## config.mk

```make
export PLATFORM = sky130hd
export DESIGN_NAME = trg_seq_dcd
export DESIGN_NICKNAME = d
export VERILOG_FILES = /design/src/rtl/trg_seq_dcd.sv
export SDC_FILE = /design/constraint.sdc
export NUM_CORES = 1
export LEC_CHECK = 0
export ABC_AREA = 1
export ABC_CLOCK_PERIOD_IN_PS = 2150
export CORE_MARGIN = 1
export CORE_UTILIZATION = 43
export CTS_CLUSTER_SIZE = 25
export DETAILED_ROUTE_END_ITERATION = 8
export HOLD_SLACK_MARGIN = 0.1
export SYNTH_ARGS = -nofsm -noshare
export SYNTH_HDL_FRONTEND = slang
export SYNTH_SLANG_ARGS = --single-unit
export TNS_END_PERCENT = 1
```

## constraint.sdc

```tcl
create_clock -name i_clk -period 2.15 [get_ports i_clk]
set_input_delay 0.3225 -clock i_clk [delete_from_list [all_inputs] [get_ports i_clk]]
set_output_delay 0.3225 -clock i_clk [all_outputs]
set_load 0.01 [all_outputs]
```

## src/rtl/trg_seq_dcd.sv

```systemverilog
// TTC trigger decoder: registers the 3-bit encoded trigger word, decodes it into LCT/L1A/L1A_MATCH/RESYNC
// pulses, matches L1As against a local LCT history and keeps L1A / unmatched-L1A counters.
module trg_seq_dcd #(
  parameter int MAX_LAT     = 512,
  parameter int LAT_W       = 9,
  parameter int CNT_W       = 12,
  parameter int RSY_STRETCH = 4
) (
  input  logic             i_clk,
  input  logic             i_rst_n,
  input  logic [2:0]       i_enc_trg,
  input  logic             i_trg_dcd,
  input  logic             i_local_mtch,
  input  logic             i_mtch_3bx,
  input  logic [LAT_W-1:0] i_l1a_lat,
  output logic             o_lct,
  output logic             o_l1a,
  output logic             o_l1a_match,
  output logic             o_resync,
  output logic             o_code_err,
  output logic [CNT_W-1:0] o_l1a_cnt,
  output logic [CNT_W-1:0] o_nomatch_cnt
);

  localparam int IDX_W = $clog2(MAX_LAT);
  localparam int RSY_W = $clog2(RSY_STRETCH + 1);

  logic [2:0]         r_enc;
  logic [MAX_LAT-2:0] r_hist;
  logic [RSY_W-1:0]   r_rsy_cnt;

  logic               w_lct, w_l1a, w_mtch, w_rsy, w_err;
  logic [IDX_W-1:0]   w_leff, w_leff_m, w_leff_p;
  logic [MAX_LAT-1:0] w_dist;
  logic               w_hit, w_rsy_on, w_lct_o, w_l1a_o, w_mtch_o;

  always_comb begin
    w_lct = 1'b0;
    w_l1a = 1'b0;
    w_mtch = 1'b0;
    w_rsy = 1'b0;
    w_err = 1'b0;
    if (i_trg_dcd) begin
      case (r_enc)
        3'd1: w_lct = 1'b1;
        3'd2: begin w_lct = 1'b1; w_l1a = 1'b1; end
        3'd3: begin w_lct = 1'b1; w_l1a = 1'b1; w_mtch = 1'b1; end
        3'd4: w_l1a = 1'b1;
        3'd5: begin w_l1a = 1'b1; w_mtch = 1'b1; end
        3'd6: w_err = 1'b1;
        3'd7: w_rsy = 1'b1;
        default: ;
      endcase
    end else begin
      w_lct  = r_enc[0];
      w_l1a  = r_enc[1];
      w_mtch = r_enc[1];
      w_rsy  = r_enc[2];
    end
  end

  // Latency is clamped so that the +/-1 window always stays inside the history.
  always_comb begin
    if (i_l1a_lat == '0)
      w_leff = IDX_W'(1);
    else if (32'(i_l1a_lat) > 32'(MAX_LAT - 2))
      w_leff = IDX_W'(MAX_LAT - 2);
    else
      w_leff = IDX_W'(i_l1a_lat);
  end

  assign w_leff_m = w_leff - IDX_W'(1);
  assign w_leff_p = w_leff + IDX_W'(1);

  // Bit d of w_dist is an LCT d cycles ago; bit 0 is the LCT decoded this cycle.
  assign w_dist = {r_hist, w_lct};
  assign w_hit  = w_dist[w_leff] | (i_mtch_3bx & (w_dist[w_leff_m] | w_dist[w_leff_p]));

  assign w_rsy_on = w_rsy | (r_rsy_cnt != '0);
  assign w_lct_o  = w_lct & ~w_rsy_on;
  assign w_l1a_o  = w_l1a & ~w_rsy_on;
  assign w_mtch_o = w_l1a_o & (i_local_mtch ? w_hit : w_mtch);

  always_ff @(posedge i_clk or negedge i_rst_n) begin
    if (!i_rst_n) begin
      r_enc       <= '0;
      o_lct       <= 1'b0;
      o_l1a       <= 1'b0;
      o_l1a_match <= 1'b0;
      o_code_err  <= 1'b0;
    end else begin
      r_enc       <= i_enc_trg;
      o_lct       <= w_lct_o;
      o_l1a       <= w_l1a_o;
      o_l1a_match <= w_mtch_o;
      o_code_err  <= w_err;
    end
  end

  // Reset preloads the full stretch so the power-up resync lasts RSY_STRETCH cycles past release;
  // a decoded resync loads one less because its own cycle already counts.
  always_ff @(posedge i_clk or negedge i_rst_n) begin
    if (!i_rst_n) begin
      r_rsy_cnt <= RSY_W'(RSY_STRETCH);
      o_resync  <= 1'b1;
    end else begin
      o_resync <= w_rsy_on;
      if (w_rsy)
        r_rsy_cnt <= RSY_W'(RSY_STRETCH - 1);
      else if (r_rsy_cnt != '0)
        r_rsy_cnt <= r_rsy_cnt - RSY_W'(1);
    end
  end

  always_ff @(posedge i_clk or negedge i_rst_n) begin
    if (!i_rst_n) begin
      r_hist        <= '0;
      o_l1a_cnt     <= '0;
      o_nomatch_cnt <= '0;
    end else if (w_rsy_on) begin
      r_hist        <= '0;
      o_l1a_cnt     <= '0;
      o_nomatch_cnt <= '0;
    end else begin
      r_hist <= {r_hist[MAX_LAT-3:0], w_lct};
      if (w_l1a_o) begin
        o_l1a_cnt <= o_l1a_cnt + CNT_W'(1);
        if (!w_mtch_o && (o_nomatch_cnt != '1))
          o_nomatch_cnt <= o_nomatch_cnt + CNT_W'(1);
      end
    end
  end

endmodule

```

# Yosys cells after proc, flatten, opt, wreduce, memory -nomap -nowiden
# Index checks and enable logic that the tools add are counted.
# Widths: inputs -> output; s select.
[classes] n_reduce_logical=11 muxes=27 eq_ne=8 bitwise=8 addsub=5 magnitude_cmp=4
[ops] cell="$mux 511" n=1
[ops] cell="$mux 12" n=5
[ops] cell="$lt 9x10->1 const B" n=3
[ops] cell="$bmux 1 s9" n=3
[ops] cell="$add 12x1->12 const B" n=2
[ops] cell="$mux 9" n=2
[ops] cell="$mux 1" n=14
[ops] cell="$eq 3x3->1 const B" n=4
[ops] cell="$ne 12x12->1 const B" n=1
[ops] cell="$add 9x1->9 const B" n=1
[ops] cell="$gt 9x9->1 const B" n=1
[ops] cell="$logic_not 9->1" n=1
[ops] cell="$sub 9x1->9 const B" n=1
[ops] cell="$eq 3x2->1 const B" n=2
[ops] cell="$mux 3" n=2
[ops] cell="$reduce_bool 2->1" n=3
[ops] cell="$and 1x1->1" n=4
[ops] cell="$reduce_or 4->1" n=1
[ops] cell="$eq 3x1->1 const B" n=1
[ops] cell="$or 1x1->1" n=3
[ops] cell="$reduce_bool 3->1" n=1
[ops] cell="$reduce_or 3->1" n=1
[ops] cell="$sub 3x1->3 const B" n=1
[ops] cell="$reduce_and 2->1" n=1
[ops] cell="other kinds (4)" n=4
[totals] regBits=546

# Longest topological paths before layout
[logic_depth] word_depth=16 mapped_depth=32 depth_no_buf=25

# Worst setup path before layout
# OpenSTA, ideal clock, no wires.
[synth_path] path_kind="input port to flip-flop" start="in i_l1a_lat[6]" end="reg o_nomatch_cnt[10]" n_path_buf=7 slack_ns=-1.657 t_arrival_ns=3.689 cell_stages=30 required_time_ns=2.032 cell_sequence="inv_2 > nand2_1 > nor2_1 > nand3_2 > nand2_2 > buf_6 > inv_4 > buf_2 > buf_2 > ha_1 > clkbuf_1 > inv_2 > clkbuf_1 > clkbuf_1 > o211ai_1 > nand3_1 > nand3_1 > nand3_1 > nand3_1 > nand3_1 > nand3_1 > nand3_1 > nand2_1 > nand2_1 > nand2_1 > nand2_1 > nand2_2 > buf_4 > nand4_1 > nand2_1"
[synth_between] elab_chain_cells=15
[synth_rtl] element="start, declared" line_no="15" source="input logic [LAT_W-1:0] i_l1a_lat,"
[synth_rtl] element="$gt 9x9->1" line_no="66" source="else if (32'(i_l1a_lat) > 32'(MAX_LAT - 2))"
[synth_rtl] element="$mux 9" line_no="66"
[synth_rtl] element="$mux 9 (*)" line_no="64" source="if (i_l1a_lat == '0)"
[synth_rtl] element="$sub 9x1->9 / $add 9x1->9 (equally long branches)" line_no="72, 73"
[synth_rtl] element="$bmux 1 s9" line_no="77" source="assign w_hit = w_dist[w_leff] | (i_mtch_3bx & (w_dist[w_leff_m] | w_dist[w_leff_p]));"
[synth_rtl] element="$mux 1 (implied by the code)" line_no="77"
[synth_rtl] element="$or 1x1->1" line_no="77"
[synth_rtl] element="$and 1x1->1" line_no="77"
[synth_rtl] element="$or 1x1->1 (*)" line_no="77"
[synth_rtl] element="$mux 1 (*)" line_no="82" source="assign w_mtch_o = w_l1a_o & (i_local_mtch ? w_hit : w_mtch);"
[synth_rtl] element="$and 1x1->1 (*)" line_no="82"
[synth_rtl] element="$logic_not 1->1 (*)" line_no="128" source="if (!w_mtch_o && (o_nomatch_cnt != '1))"
[synth_rtl] element="$logic_and 1x1->1 (*)" line_no="128"
[synth_rtl] element="$reduce_bool 2->1 (no source line) (*)"
[synth_rtl] element="$reduce_and 2->1 (no source line) (*)"
[synth_rtl] element="end signal, assigned" line_no="129" source="o_nomatch_cnt <= o_nomatch_cnt + CNT_W'(1);"
[synth_rtl] element="end, declared" line_no="22" source="output logic [CNT_W-1:0] o_nomatch_cnt"
# Every way passes the cells marked *; elsewhere a longest branch is shown, timed or not. The select of a mux whose other input is x is not followed.
# A chain may end at the register's enable or synchronous reset.

# Worst setup path after layout
[layout_path] start="in i_l1a_lat[6]" end="reg o_nomatch_cnt[11]"
# Same word-level chain as after synthesis.

==> run_summary.xml <==
<?xml version="1.0" encoding="UTF-8"?>
<metrics>
  <group name="routing">
    <metric name="count_of_routing_violations_after_the_opening_detailed_route_iteration" unit="">3935</metric>
    <metric name="drt_pass1_iterations" unit="">8</metric>
    <metric name="routed-via-count" unit="">34453</metric>
    <metric name="drc" unit="">0</metric>
    <metric name="detail_route.vias_per_cell" unit="">5.52</metric>
    <metric name="final_ant_viol_nets" unit="">0</metric>
    <metric name="detail_route.wl_per_cell" unit="um">19.7</metric>
    <metric name="totalWireLength" unit="um">123000</metric>
  </group>
  <group name="logic_synthesis">
    <metric name="post_synth_instance_area" unit="um^2">31700</metric>
    <metric name="synthArstFlopShare" unit="%">100</metric>
    <metric name="synth_top_cells_by_count" unit="">sky130_fd_sc_hd__nand2_1 (972), sky130_fd_sc_hd__nand3_1 (835), sky130_fd_sc_hd__nor2_1 (688), sky130_fd_sc_hd__inv_1 (574), sky130_fd_sc_hd__dfrtp_1 (543)</metric>
    <metric name="yosys_warnings" unit="">0</metric>
    <metric name="synth_seq_area_share" unit="%">43.0</metric>
    <metric name="synth_seq_cells" unit="">545</metric>
    <metric name="synth_largest_area_cell" unit="">sky130_fd_sc_hd__dfrtp_1</metric>
    <metric name="synth_enable_flop_cells" unit="">0</metric>
    <metric name="syn-num-nets" unit="">4679</metric>
    <metric name="post-synth-top-count-cell" unit="">sky130_fd_sc_hd__nand2_1</metric>
    <metric name="syn-instance-count" unit="">4657</metric>
    <metric name="post_synth.cell_area_avg" unit="um^2">6.81</metric>
    <metric name="synth_area_leaders" unit="">sky130_fd_sc_hd__dfrtp_1 (43%), sky130_fd_sc_hd__nand3_1 (13%), sky130_fd_sc_hd__nand2_1 (12%)</metric>
    <metric name="ys.flop_type" unit="">sky130_fd_sc_hd__dfrtp_1</metric>
    <metric name="synth_largest_type_area_fraction" unit="%">42.8</metric>
    <metric name="synthDistinctLibCells" unit="">32</metric>
  </group>
  <group name="cts">
    <metric name="ctsHtreeMaxLevel" unit="">3</metric>
    <metric name="tritoncts_num_sinks" unit="">545</metric>
    <metric name="clock_insertion_delay_at_the_later_pin_of_the_skew_report" unit="ns">0.63</metric>
    <metric name="cts_tree" unit="">built</metric>
    <metric name="numCtsBuffers" unit="">66</metric>
    <metric name="cts_root_buffer" unit="">sky130_fd_sc_hd__clkbuf_16</metric>
    <metric name="cts_max_path_buffers" unit="">3</metric>
    <metric name="cts.clk_slew.worst_paths" unit="ns">0.06</metric>
  </group>
  <group name="die">
    <metric name="die_y" unit="um">274</metric>
    <metric name="placementRows" unit="">99</metric>
    <metric name="io-pin-count" unit="">46</metric>
    <metric name="die_area" unit="um^2">74900</metric>
    <metric name="initial_core_utilization" unit="%">43.5</metric>
    <metric name="floorplan.core_area" unit="um^2">73000</metric>
    <metric name="die-width" unit="um">274</metric>
  </group>
  <group name="cells_and_area">
    <metric name="finalNonFillerCells" unit="">6241</metric>
    <metric name="n_fill_cell" unit="">6699</metric>
    <metric name="drive_above_1_share" unit="%">20.0</metric>
    <metric name="final_nets" unit="">5254</metric>
    <metric name="ff_latch_area" unit="um^2">13600</metric>
    <metric name="multiInputGateArea" unit="um^2">15300</metric>
    <metric name="synthToLayoutAreaGrowth" unit="%">35.5</metric>
    <metric name="final_core_util" unit="%">58.9</metric>
  </group>
  <group name="setup_path">
    <metric name="critPathMostFrequentCell" unit="">sky130_fd_sc_hd__nand3_1</metric>
    <metric name="path_max_fanout" unit="">15</metric>
    <metric name="critPathCaptureType" unit="">register</metric>
    <metric name="r2r-end" unit="">o_nomatch_cnt[11]$_DFFE_PN0P_</metric>
    <metric name="crit_arrival" unit="ns">3.51</metric>
    <metric name="stage_delay_of_the_slowest_cell_on_the_critical_path" unit="ns">0.20</metric>
    <metric name="worstReg2RegStart" unit="">r_enc[1]$_DFF_PN0_</metric>
    <metric name="critical-path-slowest-cell" unit="">sky130_fd_sc_hd__buf_16</metric>
    <metric name="kind_of_critical_path" unit="">in -&gt; reg</metric>
    <metric name="worst_setup_path_start_kind" unit="">primary input</metric>
    <metric name="worst-endpoint-required" unit="ns">2.66</metric>
    <metric name="worst-r2r-cell-count" unit="">24</metric>
    <metric name="setup.reg_to_reg.worst_slack" unit="ns">-0.49</metric>
  </group>
  <group name="global_routing">
    <metric name="maximum_number_of_pins_on_one_net_before_global_route_repair" unit="">77</metric>
    <metric name="grt_use_met1" unit="%">43.0</metric>
    <metric name="grt_first_pass_wirelength" unit="um">184000</metric>
    <metric name="gr-usage-met2" unit="%">48.4</metric>
    <metric name="globalRoute.totalOverflow" unit="">0</metric>
    <metric name="gr-usage-met3" unit="%">6.31</metric>
    <metric name="globalRoute.busiestLayer" unit="">met2</metric>
    <metric name="antenna_found_initial" unit="">3</metric>
    <metric name="grt_usage" unit="%">31.4</metric>
    <metric name="first_global_vias" unit="">32221</metric>
  </group>
  <group name="sta">
    <metric name="setup_repair_after_global_routing_missed_its_margin" unit="">yes</metric>
    <metric name="clock.fmax" unit="MHz">334</metric>
    <metric name="report.final.slew_viol_count" unit="">0</metric>
    <metric name="final.setup_skew" unit="ns">0.0266</metric>
    <metric name="timing.final.hold_violations" unit="">0</metric>
    <metric name="worst_pin_slew" unit="ns">0.805</metric>
    <metric name="minimum_clock_period" unit="ns">3.00</metric>
    <metric name="timing.max_slew.rel_slack" unit="%">46.3</metric>
    <metric name="min_period_over_period" unit="%">139</metric>
    <metric name="pnr_worst_setup_slack" unit="ns">-0.847</metric>
    <metric name="setup_viol_count_final" unit="">13</metric>
    <metric name="final.hold.worst_slack" unit="ns">0.149</metric>
  </group>
  <group name="place">
    <metric name="place_hpwl" unit="um">77700</metric>
    <metric name="dpl.cell_count" unit="">6068</metric>
    <metric name="globalplace.congestion" unit="">0.956</metric>
    <metric name="port_buffers" unit="">45</metric>
  </group>
  <group name="worst_hold_path">
    <metric name="timing.hold.worst_endpoint" unit="">r_enc[2]$_DFF_PN0_</metric>
    <metric name="launch_point_of_the_worst_hold_path" unit="">i_enc_trg[2]</metric>
    <metric name="path_class_of_the_lowest_slack_min_delay_path" unit="">in -&gt; reg</metric>
    <metric name="depth_of_the_worst_hold_timing_path" unit="">1</metric>
  </group>
  <group name="flow_run">
    <metric name="maxCapViolCount" unit="">0</metric>
  </group>
  <group name="status">
    <metric name="violations_in_the_final_reports" unit="">setup timing</metric>
    <metric name="run_status" unit="">finished with violations</metric>
  </group>
  <group name="power">
    <metric name="peakVddDrop" unit="uV">749</metric>
    <metric name="leakage" unit="uW">0.0196</metric>
    <metric name="pwr_density_cell" unit="nW/um^2">671</metric>
    <metric name="power.total" unit="uW">28900</metric>
  </group>
</metrics>
worst max-delay path, delay by kind of cell:
| family | cells | cell delay (ns) |
|---|---|---|
| AND/OR/NAND/NOR | 21 | 1.90 |
| AO/OA/AOI/OAI | 1 | 0.09 |
| buffers and inverters | 9 | 1.18 |
layout make-up:
cell class,instances,area share [%]
sequential,545,31.7
clock inverter,28,1.02
timing repair inverter,1,0.0262
tap,959,2.79
antenna,1,0.00582
inverter,581,5.25
timing repair buffer,839,19.4
clock buffer,89,4.25
multi-input combinational,3198,35.5
flip-flops by register name, summed over array words and instances (netlist names), 3 cells and up:
register	cells
r_enc	3
r_hist	511
o_l1a_cnt	12
o_nomatch_cnt	12
r_rsy_cnt	3
cells by family (layout without fill, tap and decap cells):
group / after synthesis / count (layout) / synth area share (%)
other cells: 0 / 1 / 0
buf+inv: 914 / 1538 / 11.4
compound gates: 625 / 625 / 11.0
flops: 545 / 545 / 43.0
fa+ha+maj: 5 / 5 / 0.197
simple gates: 2550 / 2550 / 33.9
xor+xnor: 18 / 18 / 0.497
stage by stage:
step                      setup slack, ns  setup TNS, ns  cell area, um^2
after global routing               -0.890         -11.28            43000
after detailed placement            -2.09         -28.60            39000
after CTS                           -1.10         -14.09            41500
after floorplan                     -1.06         -13.28            32100
after global placement              -2.14         -29.04            39000
final                              -0.847         -10.64            43000
layer usage:
metal	part of all wire (%)	up-vias
li1	-	16129
met1	42	16186
met2	44	1712
met3	9.7	420
met4	5.2	6
met5	0.032	-
repair_timing:
| action | 4_1_cts | 5_1_grt |
|---|---|---|
| endpoints found under the hold margin | 308 | 0 |
| endpoints found under the setup margin | 14 | 17 |
| pin swaps | 3 | 68 |
| gates resized for setup | 41 | 184 |
| cloned | 2 | 23 |
| buffers inserted | 4 | 25 |
| hold buffers | 1 | 0 |
worst max path at each step:
stage                  from                       endpoint  slack, ns  cells past startpoint
6_report       i_l1a_lat[6]  o_nomatch_cnt[11]$_DFFE_PN0P_      -0.85                     31
5_1_grt        i_l1a_lat[5]   o_nomatch_cnt[4]$_DFFE_PN0P_      -0.89                     30
4_1_cts        i_l1a_lat[8]   o_nomatch_cnt[0]$_DFFE_PN0P_      -1.10                     30
3_5_place_dp   i_l1a_lat[5]   o_nomatch_cnt[0]$_DFFE_PN0P_      -2.09                     28
3_3_place_gp   i_l1a_lat[5]   o_nomatch_cnt[0]$_DFFE_PN0P_      -2.14                     28
2_1_floorplan  i_l1a_lat[4]  o_nomatch_cnt[10]$_DFFE_PN0P_      -1.06                     32
cells in the final DEF (no fill, tap or decap), types with 5 or more instances in the layout:
master,n
sky130_fd_sc_hd__buf_12,101
sky130_fd_sc_hd__clkinv_2,10
sky130_fd_sc_hd__nor2_1,678
sky130_fd_sc_hd__o211ai_1,93
sky130_fd_sc_hd__bufinv_16,10
sky130_fd_sc_hd__o22ai_1,57
sky130_fd_sc_hd__clkdlybuf4s50_1,34
sky130_fd_sc_hd__o221ai_1,8
sky130_fd_sc_hd__o21ai_0,283
sky130_fd_sc_hd__buf_8,5
sky130_fd_sc_hd__nor2_4,8
sky130_fd_sc_hd__nor3_1,7
sky130_fd_sc_hd__clkbuf_1,14
sky130_fd_sc_hd__nand3_4,11
sky130_fd_sc_hd__nand4_1,39
sky130_fd_sc_hd__inv_1,566
sky130_fd_sc_hd__buf_16,9
sky130_fd_sc_hd__nand3_2,82
sky130_fd_sc_hd__nand3_1,744
sky130_fd_sc_hd__xor2_1,13
sky130_fd_sc_hd__a21oi_1,83
sky130_fd_sc_hd__clkbuf_16,87
sky130_fd_sc_hd__dfrtp_1,543
sky130_fd_sc_hd__inv_6,7
sky130_fd_sc_hd__o21ai_1,83
sky130_fd_sc_hd__buf_4,643
sky130_fd_sc_hd__buf_6,14
sky130_fd_sc_hd__o21ai_2,5
sky130_fd_sc_hd__nand2_1,961
sky130_fd_sc_hd__clkbuf_8,9
sky130_fd_sc_hd__clkbuf_2,6
sky130_fd_sc_hd__nand2_4,9
where the power goes:
part	switching, uW	internal, uW	total (uW)
logic	4240	2380	6610
registers	24.9	10300	10300
clock network	4700	7210	11900
Note: power is estimated with default switching activity, not from simulation.
